==> config.mk <==
export PLATFORM = sky130hd
export DESIGN_NAME = instruction_fetcher_flat
export DESIGN_NICKNAME = d
export VERILOG_FILES = /design/src/rtl/instruction_fetcher_pkg.sv /design/src/rtl/instruction_fetcher_if.sv /design/src/rtl/instruction_fetcher_next_pc.sv /design/src/rtl/instruction_fetcher.sv /design/src/flat_wrapper.sv
export SDC_FILE = /design/constraint.sdc
export NUM_CORES = 1
export LEC_CHECK = 0
export ABC_AREA = 1
export CAP_MARGIN = 20
export CORE_ASPECT_RATIO = 1.5
export CORE_MARGIN = 5
export CORE_UTILIZATION = 30
export CTS_CLUSTER_SIZE = 20
export DETAILED_ROUTE_END_ITERATION = 10
export PLACE_DENSITY = 0.51
export SYNTH_ARGS = -nofsm -noshare
export SYNTH_HDL_FRONTEND = slang
export SYNTH_HIERARCHICAL = 1
export SYNTH_SLANG_ARGS = --single-unit
==> constraint.sdc <==
create_clock -name clockIn -period 9.35 [get_ports clockIn]
set_input_delay 0.935 -clock clockIn [delete_from_list [all_inputs] [get_ports clockIn]]
set_output_delay 0.935 -clock clockIn [all_outputs]
set_load 0.005 [all_outputs]
==> src/rtl/instruction_fetcher_pkg.sv <==
// Shared types and constants for the instruction fetch front end: FSM states,
// RISC-V control-transfer opcodes and the sequential PC step.
package instruction_fetcher_pkg;

  typedef enum logic [1:0] {
    ST_FETCH   = 2'd0,
    ST_PREDICT = 2'd1,
    ST_ISSUE   = 2'd2
  } fetch_state_e;

  localparam logic [6:0] OPC_JAL    = 7'b1101111;
  localparam logic [6:0] OPC_JALR   = 7'b1100111;
  localparam logic [6:0] OPC_BRANCH = 7'b1100011;

  localparam logic [31:0] PC_STEP = 32'd4;

  function automatic logic [6:0] opcode_of(input logic [31:0] instr);
    return instr[6:0];
  endfunction

endpackage

==> src/rtl/instruction_fetcher_if.sv <==
// Bundle of the fetcher's icache, predictor, instruction-queue and redirect signals.
// Handshakes: icacheReqValid is a level held until a one-cycle icacheRespValid pulse;
// the queue transfer happens on a rising edge where iqValid && iqReady, and iq* hold
// steady while iqReady is low.
interface instruction_fetcher_if;
  logic        icacheReqValid;
  logic [31:0] icacheAddr;
  logic        icacheRespValid;
  logic [31:0] icacheInstr;
  logic        predInstrValid;
  logic [31:0] predInstr;
  logic [31:0] predAddr;
  logic        predJump;
  logic        iqValid;
  logic        iqReady;
  logic [31:0] iqInstr;
  logic [31:0] iqPC;
  logic        iqPredTaken;
  logic        flushIn;
  logic [31:0] flushPC;

  modport master (
    output icacheReqValid, icacheAddr,
    input  icacheRespValid, icacheInstr,
    output predInstrValid, predInstr, predAddr,
    input  predJump,
    output iqValid, iqInstr, iqPC, iqPredTaken,
    input  iqReady,
    input  flushIn, flushPC
  );

  modport slave (
    input  icacheReqValid, icacheAddr,
    output icacheRespValid, icacheInstr,
    input  predInstrValid, predInstr, predAddr,
    output predJump,
    input  iqValid, iqInstr, iqPC, iqPredTaken,
    output iqReady,
    output flushIn, flushPC
  );
endinterface

==> src/rtl/instruction_fetcher_next_pc.sv <==
// Combinational next-PC selection for one fetched word: decodes the B/J immediates
// and picks the sequential or predicted target.
module instruction_fetcher_next_pc
  import instruction_fetcher_pkg::*;
(
  input  logic [31:0] pc,
  input  logic [31:0] instr,
  input  logic        pred_jump,
  output logic [31:0] next_pc,
  output logic        pred_taken
);

  logic [31:0] imm_b;
  logic [31:0] imm_j;

  // Scrambled RISC-V immediate fields, sign-extended from bit 31.
  assign imm_b = {{19{instr[31]}}, instr[31], instr[7], instr[30:25], instr[11:8], 1'b0};
  assign imm_j = {{11{instr[31]}}, instr[31], instr[19:12], instr[20], instr[30:21], 1'b0};

  always_comb begin
    next_pc    = pc + PC_STEP;
    pred_taken = 1'b0;
    case (opcode_of(instr))
      OPC_JAL: begin
        next_pc    = pc + imm_j;
        pred_taken = 1'b1;
      end
      OPC_BRANCH: begin
        if (pred_jump) begin
          next_pc    = pc + imm_b;
          pred_taken = 1'b1;
        end
      end
      OPC_JALR: begin
        // Register target is unknown here; the ROB resolves it.
        next_pc    = pc + PC_STEP;
        pred_taken = 1'b0;
      end
      default: begin
        next_pc    = pc + PC_STEP;
        pred_taken = 1'b0;
      end
    endcase
  end

endmodule

==> src/rtl/instruction_fetcher.sv <==
// Single-outstanding instruction fetcher: FETCH -> PREDICT -> ISSUE, with ROB flush
// redirect and dropping of responses that belong to a flushed request.
module instruction_fetcher
  import instruction_fetcher_pkg::*;
#(
  parameter logic [31:0] RESET_PC = 32'h0000_0000
) (
  input  logic                  clockIn,
  input  logic                  resetIn,
  instruction_fetcher_if.master bus,
  output fetch_state_e          state
);

  fetch_state_e state_q;
  fetch_state_e state_d;

  logic [31:0] pc;
  logic [31:0] instr_q;
  logic [31:0] next_pc_q;
  logic        discard;
  logic        pending;
  logic [31:0] iq_instr_q;
  logic [31:0] iq_pc_q;
  logic        iq_taken_q;

  logic        resp_ok;
  logic        transfer;
  logic [31:0] calc_next_pc;
  logic        calc_taken;

  assign state    = state_q;
  assign resp_ok  = (state_q == ST_FETCH) && bus.icacheRespValid && !discard && !bus.flushIn;
  assign transfer = (state_q == ST_ISSUE) && bus.iqReady && !bus.flushIn;

  instruction_fetcher_next_pc u_next_pc (
    .pc         (pc),
    .instr      (instr_q),
    .pred_jump  (bus.predJump),
    .next_pc    (calc_next_pc),
    .pred_taken (calc_taken)
  );

  always_ff @(posedge clockIn or posedge resetIn) begin
    if (resetIn) state_q <= ST_FETCH;
    else         state_q <= state_d;
  end

  always_comb begin
    state_d = state_q;
    if (bus.flushIn) begin
      state_d = ST_FETCH;
    end else begin
      case (state_q)
        ST_FETCH:   if (resp_ok) state_d = ST_PREDICT;
        ST_PREDICT: state_d = ST_ISSUE;
        ST_ISSUE:   if (bus.iqReady) state_d = ST_FETCH;
        default:    state_d = ST_FETCH;
      endcase
    end
  end

  always_comb begin
    bus.icacheReqValid = (state_q == ST_FETCH) && !discard && !bus.flushIn && !resetIn;
    bus.icacheAddr     = pc;
    bus.predInstrValid = resp_ok && !resetIn;
    bus.predInstr      = 32'd0;
    bus.predAddr       = 32'd0;
    if (resp_ok && !resetIn) begin
      bus.predInstr = bus.icacheInstr;
      bus.predAddr  = pc;
    end
    bus.iqValid     = (state_q == ST_ISSUE) && !resetIn;
    bus.iqInstr     = iq_instr_q;
    bus.iqPC        = iq_pc_q;
    bus.iqPredTaken = iq_taken_q;
  end

  always_ff @(posedge clockIn or posedge resetIn) begin
    if (resetIn) begin
      pc         <= RESET_PC;
      instr_q    <= 32'd0;
      next_pc_q  <= 32'd0;
      discard    <= 1'b0;
      pending    <= 1'b0;
      iq_instr_q <= 32'd0;
      iq_pc_q    <= 32'd0;
      iq_taken_q <= 1'b0;
    end else begin
      // pending: the icache has seen a request it has not answered yet.
      if (bus.icacheRespValid)     pending <= 1'b0;
      else if (bus.icacheReqValid) pending <= 1'b1;

      // A flush that orphans an outstanding request must swallow its late response.
      if (bus.icacheRespValid)             discard <= 1'b0;
      else if (bus.flushIn && pending)     discard <= 1'b1;

      if (bus.flushIn)   pc <= bus.flushPC;
      else if (transfer) pc <= next_pc_q;

      if (resp_ok) instr_q <= bus.icacheInstr;

      if ((state_q == ST_PREDICT) && !bus.flushIn) begin
        next_pc_q  <= calc_next_pc;
        iq_instr_q <= instr_q;
        iq_pc_q    <= pc;
        iq_taken_q <= calc_taken;
      end
    end
  end

endmodule

==> src/flat_wrapper.sv <==
// flat-port wrapper written by rule: the top's interface ports become plain ports
module instruction_fetcher_flat import instruction_fetcher_pkg::*;
#(
  parameter logic [31:0] RESET_PC = 32'h0000_0000
)
  (clockIn, resetIn, state, bus_icacheReqValid, bus_icacheAddr, bus_icacheRespValid, bus_icacheInstr, bus_predInstrValid, bus_predInstr, bus_predAddr, bus_predJump, bus_iqValid, bus_iqInstr, bus_iqPC, bus_iqPredTaken, bus_iqReady, bus_flushIn, bus_flushPC);
  instruction_fetcher_if bus_i ();
  input  logic clockIn;
  input  logic resetIn;
  output fetch_state_e state;
  output wire logic [$bits(bus_i.icacheReqValid)-1:0] bus_icacheReqValid;
  output wire logic [$bits(bus_i.icacheAddr)-1:0] bus_icacheAddr;
  input wire logic [$bits(bus_i.icacheRespValid)-1:0] bus_icacheRespValid;
  input wire logic [$bits(bus_i.icacheInstr)-1:0] bus_icacheInstr;
  output wire logic [$bits(bus_i.predInstrValid)-1:0] bus_predInstrValid;
  output wire logic [$bits(bus_i.predInstr)-1:0] bus_predInstr;
  output wire logic [$bits(bus_i.predAddr)-1:0] bus_predAddr;
  input wire logic [$bits(bus_i.predJump)-1:0] bus_predJump;
  output wire logic [$bits(bus_i.iqValid)-1:0] bus_iqValid;
  output wire logic [$bits(bus_i.iqInstr)-1:0] bus_iqInstr;
  output wire logic [$bits(bus_i.iqPC)-1:0] bus_iqPC;
  output wire logic [$bits(bus_i.iqPredTaken)-1:0] bus_iqPredTaken;
  input wire logic [$bits(bus_i.iqReady)-1:0] bus_iqReady;
  input wire logic [$bits(bus_i.flushIn)-1:0] bus_flushIn;
  input wire logic [$bits(bus_i.flushPC)-1:0] bus_flushPC;
  assign bus_icacheReqValid = bus_i.icacheReqValid;
  assign bus_icacheAddr = bus_i.icacheAddr;
  assign bus_i.icacheRespValid = bus_icacheRespValid;
  assign bus_i.icacheInstr = bus_icacheInstr;
  assign bus_predInstrValid = bus_i.predInstrValid;
  assign bus_predInstr = bus_i.predInstr;
  assign bus_predAddr = bus_i.predAddr;
  assign bus_i.predJump = bus_predJump;
  assign bus_iqValid = bus_i.iqValid;
  assign bus_iqInstr = bus_i.iqInstr;
  assign bus_iqPC = bus_i.iqPC;
  assign bus_iqPredTaken = bus_i.iqPredTaken;
  assign bus_i.iqReady = bus_iqReady;
  assign bus_i.flushIn = bus_flushIn;
  assign bus_i.flushPC = bus_flushPC;
  instruction_fetcher #(.RESET_PC(RESET_PC)) u_core (.clockIn(clockIn), .resetIn(resetIn), .bus(bus_i), .state(state));
endmodule
After elaboration in Yosys (flattened, before gate mapping). Cells that the tools add are included.

Register bits: 165. Word-level logic and storage cells: 54. Output and inout bits: 166. Bits of input ports: 70.

Eq/ne operators: 6. Add/subtract/negate cells: 3. Mux-type cells: 16. Reductions and logical operators: 20.

Operators with widths (count): 2-to-1 mux 32 bit (5); adder 32 bit (2); case mux 32 bit (2 select lines) (1); adder 32 x 3 -> 32 bit, second input constant (1); == test 7 bit, second input constant (2); logical AND 1 bit (12); 2-to-1 mux 2 bit (3); case mux 2 bit (3 select lines) (1); nonzero test 2 bit (3); 2-to-1 mux 1 bit (5); logical NOT 1 bit (3); != test 3 x 2 -> 1 bit, second input constant (1); != test 3 bit, second input constant (1); == test 2 x 1 -> 1 bit, second input constant (1); == test 2 bit, second input constant (1); logical NOT 2 bit (1); case mux 1 bit (2 select lines) (1); AND reduction 2 bit (1).

Longest topological paths before layout.
Word-level depth: 7. Gate-level depth with buffers: 17. Gate-level depth less buffers: 17.

Cells and area by module. The synthesis kept the hierarchy.

Modules (own cells, without submodules): instruction_fetcher (area an instance 7288.2 sq um, seq. area each 4129.0 sq um, cells an instance 900, times used 1); instruction_fetcher_next_pc (area an instance 5459.0 sq um, seq. area each 0.0 sq um, cells an instance 1128, times used 1).

Worst setup path before layout. Ideal clock, no wire load.

Path kind: input to output. Start point: input port resetIn. End point: output port bus_predInstr[22]. Slack: 3.160 ns. Data arrival time: 5.255 ns. Stages: 5. Path buffers: 2. Required time: 8.415 ns. Cells stage by stage: inv_1 > nand2_1 > buf_2 > buf_2 > nor3_1.

Longest elaborated chain between the ends: 3.

Ends and longest elaborated chain: start, declared (line flat_wrapper.sv:9) `input logic resetIn;`; logical NOT 1 bit (no source line); logical AND 1 bit (line instruction_fetcher.sv:68) `if (resp_ok && !resetIn) begin`; 2-to-1 mux 32 bit (line instruction_fetcher.sv:68); end, declared (line flat_wrapper.sv:16) `output wire logic [$bits(bus_i.predInstr)-1:0] bus_predInstr;`.

No other way between the ends.

Worst setup path after layout.
Start point: input port bus_flushIn. End point: output port bus_predInstr[18].

Longest elaborated chain between the ends: 4.

Ends and longest elaborated chain: start, declared (line flat_wrapper.sv:24) `input wire logic [$bits(bus_i.flushIn)-1:0] bus_flushIn;`; logical NOT 1 bit (line instruction_fetcher.sv:32) `assign resp_ok = (state_q == ST_FETCH) && bus.icacheRespValid && !discard && !bus.flushIn;`; logical AND 1 bit (line instruction_fetcher.sv:32); logical AND 1 bit (line instruction_fetcher.sv:68); 2-to-1 mux 32 bit (line instruction_fetcher.sv:68).

No other way between the ends.

==> impl_results.md <==
* Ports at approximately 240
* Die ar. at ~47,000 sq um
* Skew final at about 22 ps
* Hold-fix buffers at CTS at 0
* Worst Setup Path Type: in2out
* Sequential area share after synthesis at 32.4%
* Max-slew violation count at 0
* CP Capture Type: output port
* Clock Latency Late Sink at 450 ps
* Synthesis-to-finish area growth at 27.6%
* Hold Crit Class: reg2reg
* Critical Path AT at about 3700 ps
* CTS root buf: clkbuf_16
* Post-synth cell types at 43
* Worst-margin pin slew at between 900 and 1000 ps
* Global placer's final weighted congestion at 0.933
* CP startpoint kind: input pin
* IO buf count at 235
* VDD IR-drop max at ~0.13 mV
* Starting Density at a little under a third
* Maximum capacitance violations at 0
* Largest net degree at the start of global routing at 83
* Initial antenna violation count at 2
* Hpwl dp at ~42 mm
* Share of layout cells above drive strength 1 at approximately 4.8%
* Ys async rst share at 100%
* Vias at ~14,000
* Core region area at 42,000 sq um
* Crit Path Max Fanout at 70
* Tmin final at 4610 ps
* Num rows at just over 90
* Yosys reg bits at 165
* Post-synth EDFFs at 0
* Htree depth at 4
* Fin nets at around 2,300
* Main synth FF type: dfrtp_1
* DR WL/cell at 18.9 um
* Status: finished, final reports clean
* Setup Buffers After CTS at 0
* Power per standard cell area at 207 nW/um^2
* Max Clk Rate at roughly 220 MHz
* GRT Overall Usage at between 20% and 30%
* Worst EP required at about 8400 ps
* Mean Syn Cell Area at between 6 and 7 sq um
* Fill count at 4,531
* Placed Cells at approximately 2,800
* Global-route wire length before repair at a little over 80 mm
* Num CTS Buffers at 17
* WHS Path Cells at 2
* Setup TNS at 0 ps
* Final hold violations at 0
* Final ANT Viol Nets at 0
* Syn nets at 2,144
* DRC Markers at 0
* RSZ-0062 raised after global routing: false
* DR iter-0 viols at 1,036
* Die Y at 262 um
* Cts repair resizes at 0
* Clock Sinks at between 150 and 200
* Worst Reg-to-Reg Cells at 11
* Fin cells at about 2,800
* Yosys warns at 6
* Wirelength, routed at about 53 mm
* GR Overflow Total at 0
* Vias/cell at 4.89
* Final period utilization at 49.3%
* Relative slew slack at 36.7%
* Pleak at ~8.4 nW
* Mapped Cells at 2,028
* Post-Syn Area at about 13,000 sq um
* Worst-path clk slew at 70 ps
* CTS tree: built
* DR pass1 iterations at 5
* Final Setup Violations at 0
* Vias in the first global route at between 10,000 and 15,000
* Clock Tree Buf Depth at 2
* Die Width at 178 um
==> critical path, cell delays in order <==
cell and delay, ps:
buf_2 70, buf_4 520, clkinv_1 490, buf_16 300, nand2_2 60, buf_4 530, nor3_1 110, clkdlybuf4s50_1 490
==> registers in the layout, indices dropped and copies added, names as in the netlist <==
register                flops
u_core/bus.icacheAddr      32
u_core/state                2
u_core/instr_q             32
u_core/bus.iqPC            32
u_core/bus.iqPredTaken      1
u_core/pending              1
u_core/next_pc_q           32
u_core/discard              1
u_core/bus.iqInstr         32
==> logic make-up (layout without fill, tap and decap cells) <==
| kind of cell | count (synthesis) | after routing | share of synthesized area, % |
|---|---|---|---|
| compound gates | 213 | 213 | 8.90 |
| xor+xnor | 17 | 17 | 1.17 |
| fa+ha+maj | 46 | 46 | 4.63 |
| buf+inv | 373 | 584 | 11.6 |
| flops | 165 | 165 | 32.4 |
| other cells | 0 | 2 | 0 |
| simple gates | 1214 | 1214 | 41.3 |
==> routing by layer <==
layer / up-vias / track usage [%] / wire [um] / share of wire, %
met5: - / 0 / 0 / 0
li1: 6839 / - / - / -
met1: 6366 / 24.6 / 19800 / 37
met2: 404 / 41.5 / 28200 / 53
met4: 0 / 11.3 / 2880 / 5.4
met3: 104 / 3.40 / 2290 / 4.3
==> where the power goes <==
part / internal [mW] / leakage, nW / switching [mW] / total, mW
sequential: 0.899 / 2.02 / 0.190 / 1.09
combinational: 0.614 / 6.09 / 0.953 / 1.57
clock: 0.380 / 0.278 / 0.337 / 0.716
total: 1.89 / 8.39 / 1.48 / 3.37
==> per-stage QoR <==
step                total power [mW]  area, sq um  setup WS (ps)  hold WS [ps]  utilization (%)
global route                    3.63        16300           4520           500             38.7
finish                          3.37        16300           4740           470             38.7
detailed placement              2.68        15600           4320           458             37.2
global placement                2.66        15600           4460           456             37.1
CTS                             3.41        16200           4320           474             38.6
floorplan                       1.95        12700           3160           465                -
==> cells in the final DEF, fill, tap and decap left out, types with 17 or more instances in the layout <==
master / instances
nor3_1: 74
a21oi_1: 96
ha_1: 44
clkdlybuf4s50_1: 234
dfrtp_1: 165
nand3_1: 237
nand2_1: 692
clkbuf_16: 17
inv_1: 288
nor2_1: 135
buf_4: 19
o21ai_0: 84
==> path summary, 6_finish.rpt <==
kind / slack [ps] / endpoint / start
min: 470 / u_core/bus.iqInstr[4] / u_core/bus.iqInstr[4]
max: 4740 / bus_predInstr[18] / bus_flushIn
min reg2reg: 470 / u_core/bus.iqInstr[4] / u_core/bus.iqInstr[4]
min in group asynchronous: 950 / u_core/bus.iqInstr[0] / resetIn
max in group asynchronous: 7190 / u_core/instr_q[15] / resetIn
max reg2reg: 6220 / u_core/next_pc_q[26] / u_core/instr_q[31]
==> cells in the mapped netlist (2+ instances only) <==
cell type | instances | area (sq um)
inv_2 | 4 | 15.0
clkbuf_1 | 32 | 120
inv_1 | 289 | 1080
and3_1 | 2 | 12.5
nand2_1 | 693 | 2600
nor2_4 | 5 | 56.3
xor2_1 | 14 | 123
nand2_4 | 2 | 22.5
xnor2_1 | 3 | 26.3
a21o_1 | 2 | 15.0
nand2_2 | 10 | 62.6
buf_2 | 39 | 195
o211ai_1 | 4 | 30.0
dfrtp_1 | 165 | 4130
o21ai_0 | 84 | 420
clkinv_1 | 2 | 7.51
nor3_2 | 7 | 70.1
buf_4 | 5 | 37.5
or2_2 | 4 | 25.0
ha_1 | 44 | 551
nor3b_2 | 2 | 25.0
o21bai_1 | 10 | 75.1
nor3_1 | 74 | 370
nand3b_1 | 10 | 75.1
nand4_1 | 14 | 87.6
a21oi_1 | 96 | 480
o21ai_1 | 8 | 40.0
nand3_2 | 6 | 60.1
nand3_1 | 238 | 1190
fa_1 | 2 | 40.0
nor2_2 | 5 | 31.3
nor2_1 | 136 | 510
o221ai_1 | 6 | 52.6
o22ai_1 | 2 | 12.5
==> layout make-up <==
class | instances | area, sq um | area share [%]
inverters | 295 | 1110 | 6.84
well taps | 564 | 706 | 4.34
clock buffers | 18 | 429 | 2.64
multi-input cells | 1490 | 7160 | 44.0
diodes | 2 | 5.00 | 0.0308
clock inverters | 14 | 160 | 0.985
repair buffers | 257 | 2560 | 15.7
flip-flops and latches | 165 | 4130 | 25.4
Note: power is estimated with default switching activity, not from simulation.
